--- config.mk ---
export PLATFORM = sky130hd
export DESIGN_NAME = uart_rx_os
export DESIGN_NICKNAME = d
export VERILOG_FILES = /design/src/rtl/uart_rx_os.sv
export SDC_FILE = /design/constraint.sdc
export NUM_CORES = 1
export LEC_CHECK = 0
export ABC_AREA = 1
export ABC_CLOCK_PERIOD_IN_PS = 2040
export CORE_MARGIN = 2
export CORE_UTILIZATION = 30
export DETAILED_ROUTE_END_ITERATION = 8
export GPL_TIMING_DRIVEN = 0
export PLACE_DENSITY = 0.48
export REMOVE_ABC_BUFFERS = 1
export SYNTH_ARGS = -nofsm -noshare
export SYNTH_HDL_FRONTEND = slang
export SYNTH_SLANG_ARGS = --single-unit
--- constraint.sdc ---
create_clock -name clk -period 2.04 [get_ports clk]
set_clock_uncertainty 0.2 [all_clocks]
set_input_delay 0.408 -clock clk [delete_from_list [all_inputs] [get_ports clk]]
set_output_delay 0.408 -clock clk [all_outputs]
set_load 0.02 [all_outputs]
--- src/rtl/uart_rx_os.sv ---
// Oversampling UART receiver: start bit, DBIT data bits LSB first, stop phase of SB_TICK ticks.
// rx_done_tick is registered, so it rises in the same cycle that dout and frame_err update.
//
// state | meaning
// IDLE  | line idle; waiting for rx_s low
// START | counting to mid start bit; confirm or reject as a glitch
// DATA  | sampling DBIT data bits at mid bit
// STOP  | waiting out the stop phase; sample stop level and publish the word
module uart_rx_os #(
    parameter int DBIT    = 8,
    parameter int SB_TICK = 16
) (
    input  logic            clk,
    input  logic            reset,
    input  logic            rx,
    input  logic            s_tick,
    output logic [DBIT-1:0] dout,
    output logic            rx_done_tick,
    output logic            frame_err
);

    typedef enum logic [1:0] {IDLE, START, DATA, STOP} state_t;

    localparam logic [3:0] N_LAST = 4'(DBIT - 1);
    localparam logic [4:0] S_LAST = 5'(SB_TICK - 1);

    state_t          state_q, state_d;
    logic [4:0]      s_q, s_d;
    logic [3:0]      n_q, n_d;
    logic [DBIT-1:0] b_q, b_d;
    logic [DBIT-1:0] dout_q, dout_d;
    logic            ferr_q, ferr_d;
    logic            done_q, done_d;
    logic            sync1_q, sync2_q;
    logic            rx_s;

    assign rx_s = sync2_q;

    always_ff @(posedge clk) begin
        if (reset) begin
            sync1_q <= 1'b1;
            sync2_q <= 1'b1;
        end else begin
            sync1_q <= rx;
            sync2_q <= sync1_q;
        end
    end

    always_ff @(posedge clk) begin
        if (reset) begin
            state_q <= IDLE;
            s_q     <= '0;
            n_q     <= '0;
            b_q     <= '0;
            dout_q  <= '0;
            ferr_q  <= 1'b0;
            done_q  <= 1'b0;
        end else begin
            state_q <= state_d;
            s_q     <= s_d;
            n_q     <= n_d;
            b_q     <= b_d;
            dout_q  <= dout_d;
            ferr_q  <= ferr_d;
            done_q  <= done_d;
        end
    end

    always_comb begin
        state_d = state_q;
        s_d     = s_q;
        n_d     = n_q;
        b_d     = b_q;
        dout_d  = dout_q;
        ferr_d  = ferr_q;
        done_d  = 1'b0;
        case (state_q)
            IDLE: begin
                if (!rx_s) begin
                    state_d = START;
                    s_d     = '0;
                end
            end
            START: begin
                if (s_tick) begin
                    if (s_q == 5'd7) begin
                        if (!rx_s) begin
                            state_d = DATA;
                            s_d     = '0;
                            n_d     = '0;
                        end else begin
                            // start bit vanished by mid bit: treat as noise
                            state_d = IDLE;
                        end
                    end else begin
                        s_d = s_q + 5'd1;
                    end
                end
            end
            DATA: begin
                if (s_tick) begin
                    if (s_q == 5'd15) begin
                        s_d = '0;
                        b_d = {rx_s, b_q[DBIT-1:1]};
                        if (n_q == N_LAST) begin
                            state_d = STOP;
                        end else begin
                            n_d = n_q + 4'd1;
                        end
                    end else begin
                        s_d = s_q + 5'd1;
                    end
                end
            end
            STOP: begin
                if (s_tick) begin
                    if (s_q == S_LAST) begin
                        state_d = IDLE;
                        dout_d  = b_q;
                        ferr_d  = ~rx_s;
                        done_d  = 1'b1;
                    end else begin
                        s_d = s_q + 5'd1;
                    end
                end
            end
            default: state_d = IDLE;
        endcase
    end

    assign dout         = dout_q;
    assign frame_err    = ferr_q;
    assign rx_done_tick = done_q;

endmodule

==> reports/summary.json, run 1 <==
{
  "run_status": {
    "run_status": "finished clean"
  },
  "yosys": {
    "ys_seq_area_share_pct": 43.06,
    "yosys_warnings": 0,
    "postSynthCellCount": 210,
    "synth_cell_types": 21,
    "yosys_register_bits": 31,
    "synthFlopType": "dfxtp_1",
    "ranking_of_synthesized_cells_by_area": "dfxtp_1 (43%), nand2_1 (11%), nor2_1 (11%), o21ai_0 (6.9%), nand3_1 (6.3%)",
    "post-synth-top-count-cell": "nand2_1",
    "synth-edff-count": 0,
    "synth_largest_type_area_fraction_pct": 43.06,
    "post_synth_instance_area_mm2": 0.001441,
    "synth_async_sr_flop_share_pct": 0,
    "synth_top_cells_by_count": "nand2_1 (44), nor2_1 (43), dfxtp_1 (31)",
    "post-synth-top-area-cell": "dfxtp_1",
    "avgSynthCellArea_um2": 6.864
  },
  "hold_path": {
    "hold_path.class": "reg -> reg",
    "worst_hold_path.endpoint": "rx_s",
    "timing.hold.worst.start": "sync1_q",
    "worstHoldPathCells": 1
  },
  "clocking": {
    "root_buffer_master": "clkbuf_8",
    "ctsLongestPathBuffers": 2,
    "clock_transition_at_path_regs_ps": 70,
    "cts_inserted_buffers": 5,
    "cts_tree": "built",
    "clk_latency_ps": 290,
    "level_count_of_the_clock_h_tree": 2,
    "tritoncts_num_sinks": 31
  },
  "grt": {
    "grt_overflow_total": 0,
    "vias_in_the_first_global_route": 1213,
    "grt_usage_pct": 13.31,
    "grt_start_max_net_pins": 23,
    "grt_first_pass_wirelength_um": 5430,
    "antenna_found_initial": 0
  },
  "power_and_ir_drop": {
    "pwr_density_mw_per_mm2": 945.7,
    "leakagePower_nw": 0.8195,
    "worst_ir_drop_vdd_mv": 0.3526
  },
  "finish": {
    "final_cell_area_mm2": 0.001823,
    "final.fill_count": 504,
    "design.final.nets": 237,
    "area_growth_pct": 26.48,
    "fraction_of_layout_instances_using_a_drive_strength_above_1_pct": 13.48,
    "antenna_cells": 0
  },
  "place": {
    "place_ws_ps": -805.8,
    "placed_area_mm2": 0.001615,
    "globalplace.congestion": 0.8025,
    "portBuffers": 13,
    "dp_hpwl_um": 2105
  },
  "floorplanning": {
    "die_width_um": 73.32,
    "start_util_pct": 30.72,
    "dieHeight_um": 73.32,
    "num_rows": 25,
    "area_of_the_die_mm2": 0.005375,
    "core_area_mm2": 0.004692,
    "floorplan.io_pins": 14
  },
  "drt": {
    "postRouteWirelength_um": 3175,
    "routed_antenna_nets": 0,
    "remaining_drc_errors": 0,
    "post_drt_wl_per_cell_um": 11.18,
    "drt_first_pass_iters": 4,
    "num_vias": 1288,
    "vias_per_cell": 4.535,
    "detailedRoute.firstIterationViolations": 49
  },
  "setup_path": {
    "worst_r2r_startpoint": "s_q[0]",
    "timing.critical_path.arrival_ps": 1940,
    "r2r_setup_slack_ps": 160,
    "required_ps": 2060,
    "critPathCaptureType": "flip-flop",
    "r2r_end": "s_q[0]",
    "timing.critical_path.fanout_max": 22,
    "crit_type": "in -> reg",
    "startpoint_type": "input pin",
    "reg2reg_depth": 10
  },
  "timing": {
    "final_period_minus_worst_setup_slack_ps": 1913,
    "rsz0062_at_grt": "yes",
    "report.final.hold_viol_count": 0,
    "worst-slew-pin-transition_ps": 573.1,
    "maxSlewViolCount": 0,
    "max_freq_mhz": 522.6,
    "slew_headroom_pct": 61.75,
    "timing.final.setup_violations": 0,
    "final.period_utilization_pct": 93.79,
    "fin_ws_ps": 126.6
  },
  "flow_run": {
    "max-cap-violations": 0
  }
}
==> registers in the layout (all words and copies together), names as in the netlist, named ones only <==
name	flops
b_q	8
dout	8
frame_err	1
n_q	4
rx_done_tick	1
rx_s	1
s_q	5
state_q	1
sync1_q	1
==> cell type report <==
type,instances,area [µm²],share of cell area [%]
sequential,31,621.8,34.11
inverter,24,91.34,5.010
tap,54,67.56,3.706
clock inverter,2,60.06,3.294
clock buffer,6,72.57,3.981
timing repair buffer,17,160.2,8.785
multi-input combinational,150,749.5,41.11
==> worst max-delay path: stages <==
cell and delay, ps:
clkdlybuf4s50_1 640, inv_1 550, o21ai_0 190, a21oi_1 140
==> where the power goes <==
group          switching (mW)  total, mW  internal (mW)
sequential             0.0380      0.675          0.637
clock                   0.247      0.735          0.488
combinational           0.209      0.314          0.105
==> metal layers <==
layer / routed length [µm] / global-route usage, % / vias up
met5: 0 / 0 / -
met4: 50 / 4.848 / 0
met1: 1639 / 17.06 / 566
met3: 125 / 4.938 / 7
li1: - / - / 696
met2: 1360 / 20.52 / 19
==> per-stage QoR <==
step | hold slack [ps] | util (%) | TNS, ps | cells | power [mW]
2_1_floorplan | 189.5 | - | -607.7 | 205 | 0.9228
3_3_place_gp | 197.8 | 34.43 | -8815 | 272 | 0.9968
3_5_place_dp | 201.5 | 34.43 | -8962 | 272 | 0.9919
4_1_cts | 217.7 | 38.24 | 0 | 284 | 1.732
5_1_grt | 223.8 | 38.85 | -233.2 | 284 | 1.823
6_report | 215.6 | 38.85 | 0 | 284 | 1.724
==> layout by cell type, fill, tap and decap left out <==
cell type / count
xnor2_1: 1
nand2_2: 3
dfxtp_1: 30
clkdlybuf4s50_1: 13
or2_2: 2
clkinv_2: 1
ha_2: 1
bufinv_16: 2
nand3_2: 1
nand3_1: 17
xor2_1: 1
inv_2: 3
a21oi_2: 1
nand2_1: 42
dfxtp_2: 1
a21oi_1: 11
ha_4: 1
nor2_4: 5
buf_4: 4
inv_1: 20
and2_1: 1
o21ai_0: 20
ha_1: 2
clkbuf_1: 1
nor2_1: 40
clkbuf_8: 5
nor2_2: 1
==> how the worst max path moves through the flow <==
| stage | start | to | slack [ps] | cells after the start |
|---|---|---|---|---|
| 6_report | reset | frame_err | 130 | 4 |
| 5_1_grt | reset | s_q[2] | -70 | 4 |
| 4_1_cts | s_q[0] | flip-flop | 30 | 11 |
| 3_5_place_dp | s_q[0] | dout[7] | -810 | 9 |
| 3_3_place_gp | s_q[0] | dout[7] | -840 | 9 |
| 2_1_floorplan | s_q[0] | dout[0] | -80 | 9 |
==> logic make-up (layout without fill, tap and decap cells) <==
family | after synthesis | in the layout | synth area share (%)
AOI/OAI and AO/OA | 32 | 32 | 11.37
xor gates and xnor gates | 2 | 2 | 1.215
adders and majority gates | 4 | 4 | 3.472
buffers and inverters | 29 | 49 | 7.899
DFF | 31 | 31 | 43.06
and+or+nand+nor | 112 | 112 | 32.99
==> timing repair <==
action	4_1_cts	5_1_grt
resized for setup	6	7
setup endpoints to repair	19	19
pin swaps	3	1
hold buffers	0	0
hold endpoints to repair	0	0
buffers inserted	4	0
No activity file was read; power rests on OpenSTA's default activity.
==> inputs of run 2 (changes only) <==
CTS_CLUSTER_DIAMETER = 100   (was unset)
==> results of run 2 <==
Final layout, timing and power as in run 1 (identical DEF).
==> inputs of run 3 (changes only) <==
PLACE_DENSITY = 0.52   (was 0.48)
SLEW_MARGIN = 20   (was unset)
==> run 3 against run 2 <==
Via count up 4.1%. Worst hold slack worse by 7.3 ps. Non-clock buffer count up 3. Fmax up 2.4%. Design area up 1.3%. Register-to-register slack about the same. Sequential power about the same. Worst setup slack better by 44 ps. Clock power down 18%. Combinational power up 2%. Largest power group is now sequential cells. Highest routed layer unchanged.
==> reports/summary.json, run 3 (same netlist as run 1, synthesis figures left out) <==
{
  "timing": {
    "final.hold.worst_slack_ps": 208.3,
    "report.final.hold_viol_count": 0,
    "rsz0062_at_grt": "no",
    "maxSlewViolCount": 0,
    "final.period_utilization_pct": 91.61,
    "worst-slew-pin-transition_ps": 647.1,
    "max_freq_mhz": 535.1,
    "fin_ws_ps": 171.1,
    "final_period_minus_worst_setup_slack_ps": 1869,
    "slew_headroom_pct": 56.79,
    "timing.final.setup_violations": 0
  },
  "flow_run": {
    "max-cap-violations": 0
  },
  "drt": {
    "vias_per_cell": 4.656,
    "num_vias": 1341,
    "detailedRoute.firstIterationViolations": 95,
    "routed_antenna_nets": 0,
    "met2_wirelength_um": 1497,
    "drt_first_pass_iters": 4,
    "top_signal_layer_used": "met4",
    "met3WireLength_um": 112,
    "postRouteWirelength_um": 3257,
    "remaining_drc_errors": 0,
    "m1WireLength_um": 1610,
    "post_drt_wl_per_cell_um": 11.31
  },
  "floorplanning": {
    "floorplan.io_pins": 14,
    "num_rows": 25,
    "dieHeight_um": 73.32,
    "die_width_um": 73.32,
    "area_of_the_die_mm2": 0.005375,
    "start_util_pct": 30.72,
    "core_area_mm2": 0.004692
  },
  "clocking": {
    "level_count_of_the_clock_h_tree": 2,
    "root_buffer_master": "clkbuf_8",
    "clk_latency_ps": 280,
    "cts_tree": "built",
    "clock_transition_at_path_regs_ps": 70,
    "ctsLongestPathBuffers": 2,
    "tritoncts_num_sinks": 31,
    "cts_inserted_buffers": 5,
    "ctsHoldBuffers": 0
  },
  "power_and_ir_drop": {
    "leakagePower_nw": 0.8469,
    "worst_ir_drop_vdd_mv": 0.3636,
    "pwr_density_mw_per_mm2": 866.2,
    "power.total_mw": 1.600
  },
  "finish": {
    "fraction_of_layout_instances_using_a_drive_strength_above_1_pct": 15.38,
    "layout_commonest_cell": "nand2_1",
    "layoutNonFillerInstCount": 288,
    "antenna_cells": 0,
    "finish.utilization_pct": 39.36,
    "final_cell_mix": "nand2_1 (42), nor2_1 (40), dfxtp_1 (31)",
    "area_growth_pct": 28.12,
    "design.final.nets": 241
  },
  "grt": {
    "vias_in_the_first_global_route": 1203,
    "grt_start_max_net_pins": 23,
    "grt_usage_pct": 13.22,
    "grt_overflow_total": 0,
    "antenna_found_initial": 0,
    "grt_first_pass_wirelength_um": 5409
  },
  "place": {
    "dp_cells": 272,
    "place_ws_ps": -831.8,
    "dp_hpwl_um": 2105,
    "globalplace.congestion": 0.8105,
    "portBuffers": 13
  },
  "hold_path": {
    "timing.hold.worst.start": "sync1_q",
    "hold_path.class": "reg -> reg"
  },
  "setup_path": {
    "crit_path_start": "s_q[0]",
    "crit_type": "reg -> reg",
    "critPathCaptureType": "flip-flop",
    "startpoint_type": "flip-flop",
    "worst_r2r_startpoint": "s_q[0]",
    "timing.critical_path.fanout_max": 4,
    "timing.critical_path.arrival_ps": 1850,
    "required_ps": 2020
  },
  "run_status": {
    "run_status": "finished clean"
  }
}
## run 3: where the power goes
group	total [mW]	internal [mW]	switching, mW
registers	0.675	0.636	0.0389
logic	0.320	0.105	0.215
clock network	0.605	0.363	0.242
total	1.60	1.10	0.495
## run 3: critical path, stage by stage, from the launching register on
cell,delay (ps)
dfxtp_1,360
ha_1,200
nand2_2,90
nor2_4,150
ha_4,180
nand2_4,80
nand2_1,80
nand2_1,60
nor2_2,130
nand3_1,100
nand3_1,90
nand2_1,50
## run 3: routing by layer
metal / global-route usage, % / up-vias
li1: - / 708
met1: 17.70 / 616
met2: 20.32 / 12
met3: 4.527 / 5
met4: 3.636 / 0
met5: 0 / -
## run 3: path summary, 6_finish.rpt
check	slack, ps	to	cells after the start
worst min-delay path	210	rx_s	1
worst min register to register	210	rx_s	1
worst max register to register	170	flip-flop	11
worst max-delay path	170	flip-flop	11
## run 3: layout make-up
cell class	instances	area [µm²]
flip-flops and latches	31	620.6
clock inverters	3	43.79
well taps	54	67.56
fillers	494	2845
repair buffers	20	185.2
multi-input cells	150	757.0
repair inverters	1	7.507
inverters	24	96.34
clock buffers	5	68.82
## run 3: through the flow
| step | cell area, µm² | setup TNS [ps] |
|---|---|---|
| finish | 1847 | 0 |
| global route | 1847 | 0 |
| CTS | 1779 | 0 |
| detailed placement | 1615 | -9262 |
| global placement | 1615 | -8756 |
| floorplan | 1418 | -607.7 |
## run 3: what timing repair did
action / 4_1_cts / 5_1_grt
resized for setup: 5 / 12
buffers inserted: 5 / 2
pin swaps: 2 / 4
setup endpoints to repair: 20 / 29
cloned: 0 / 1
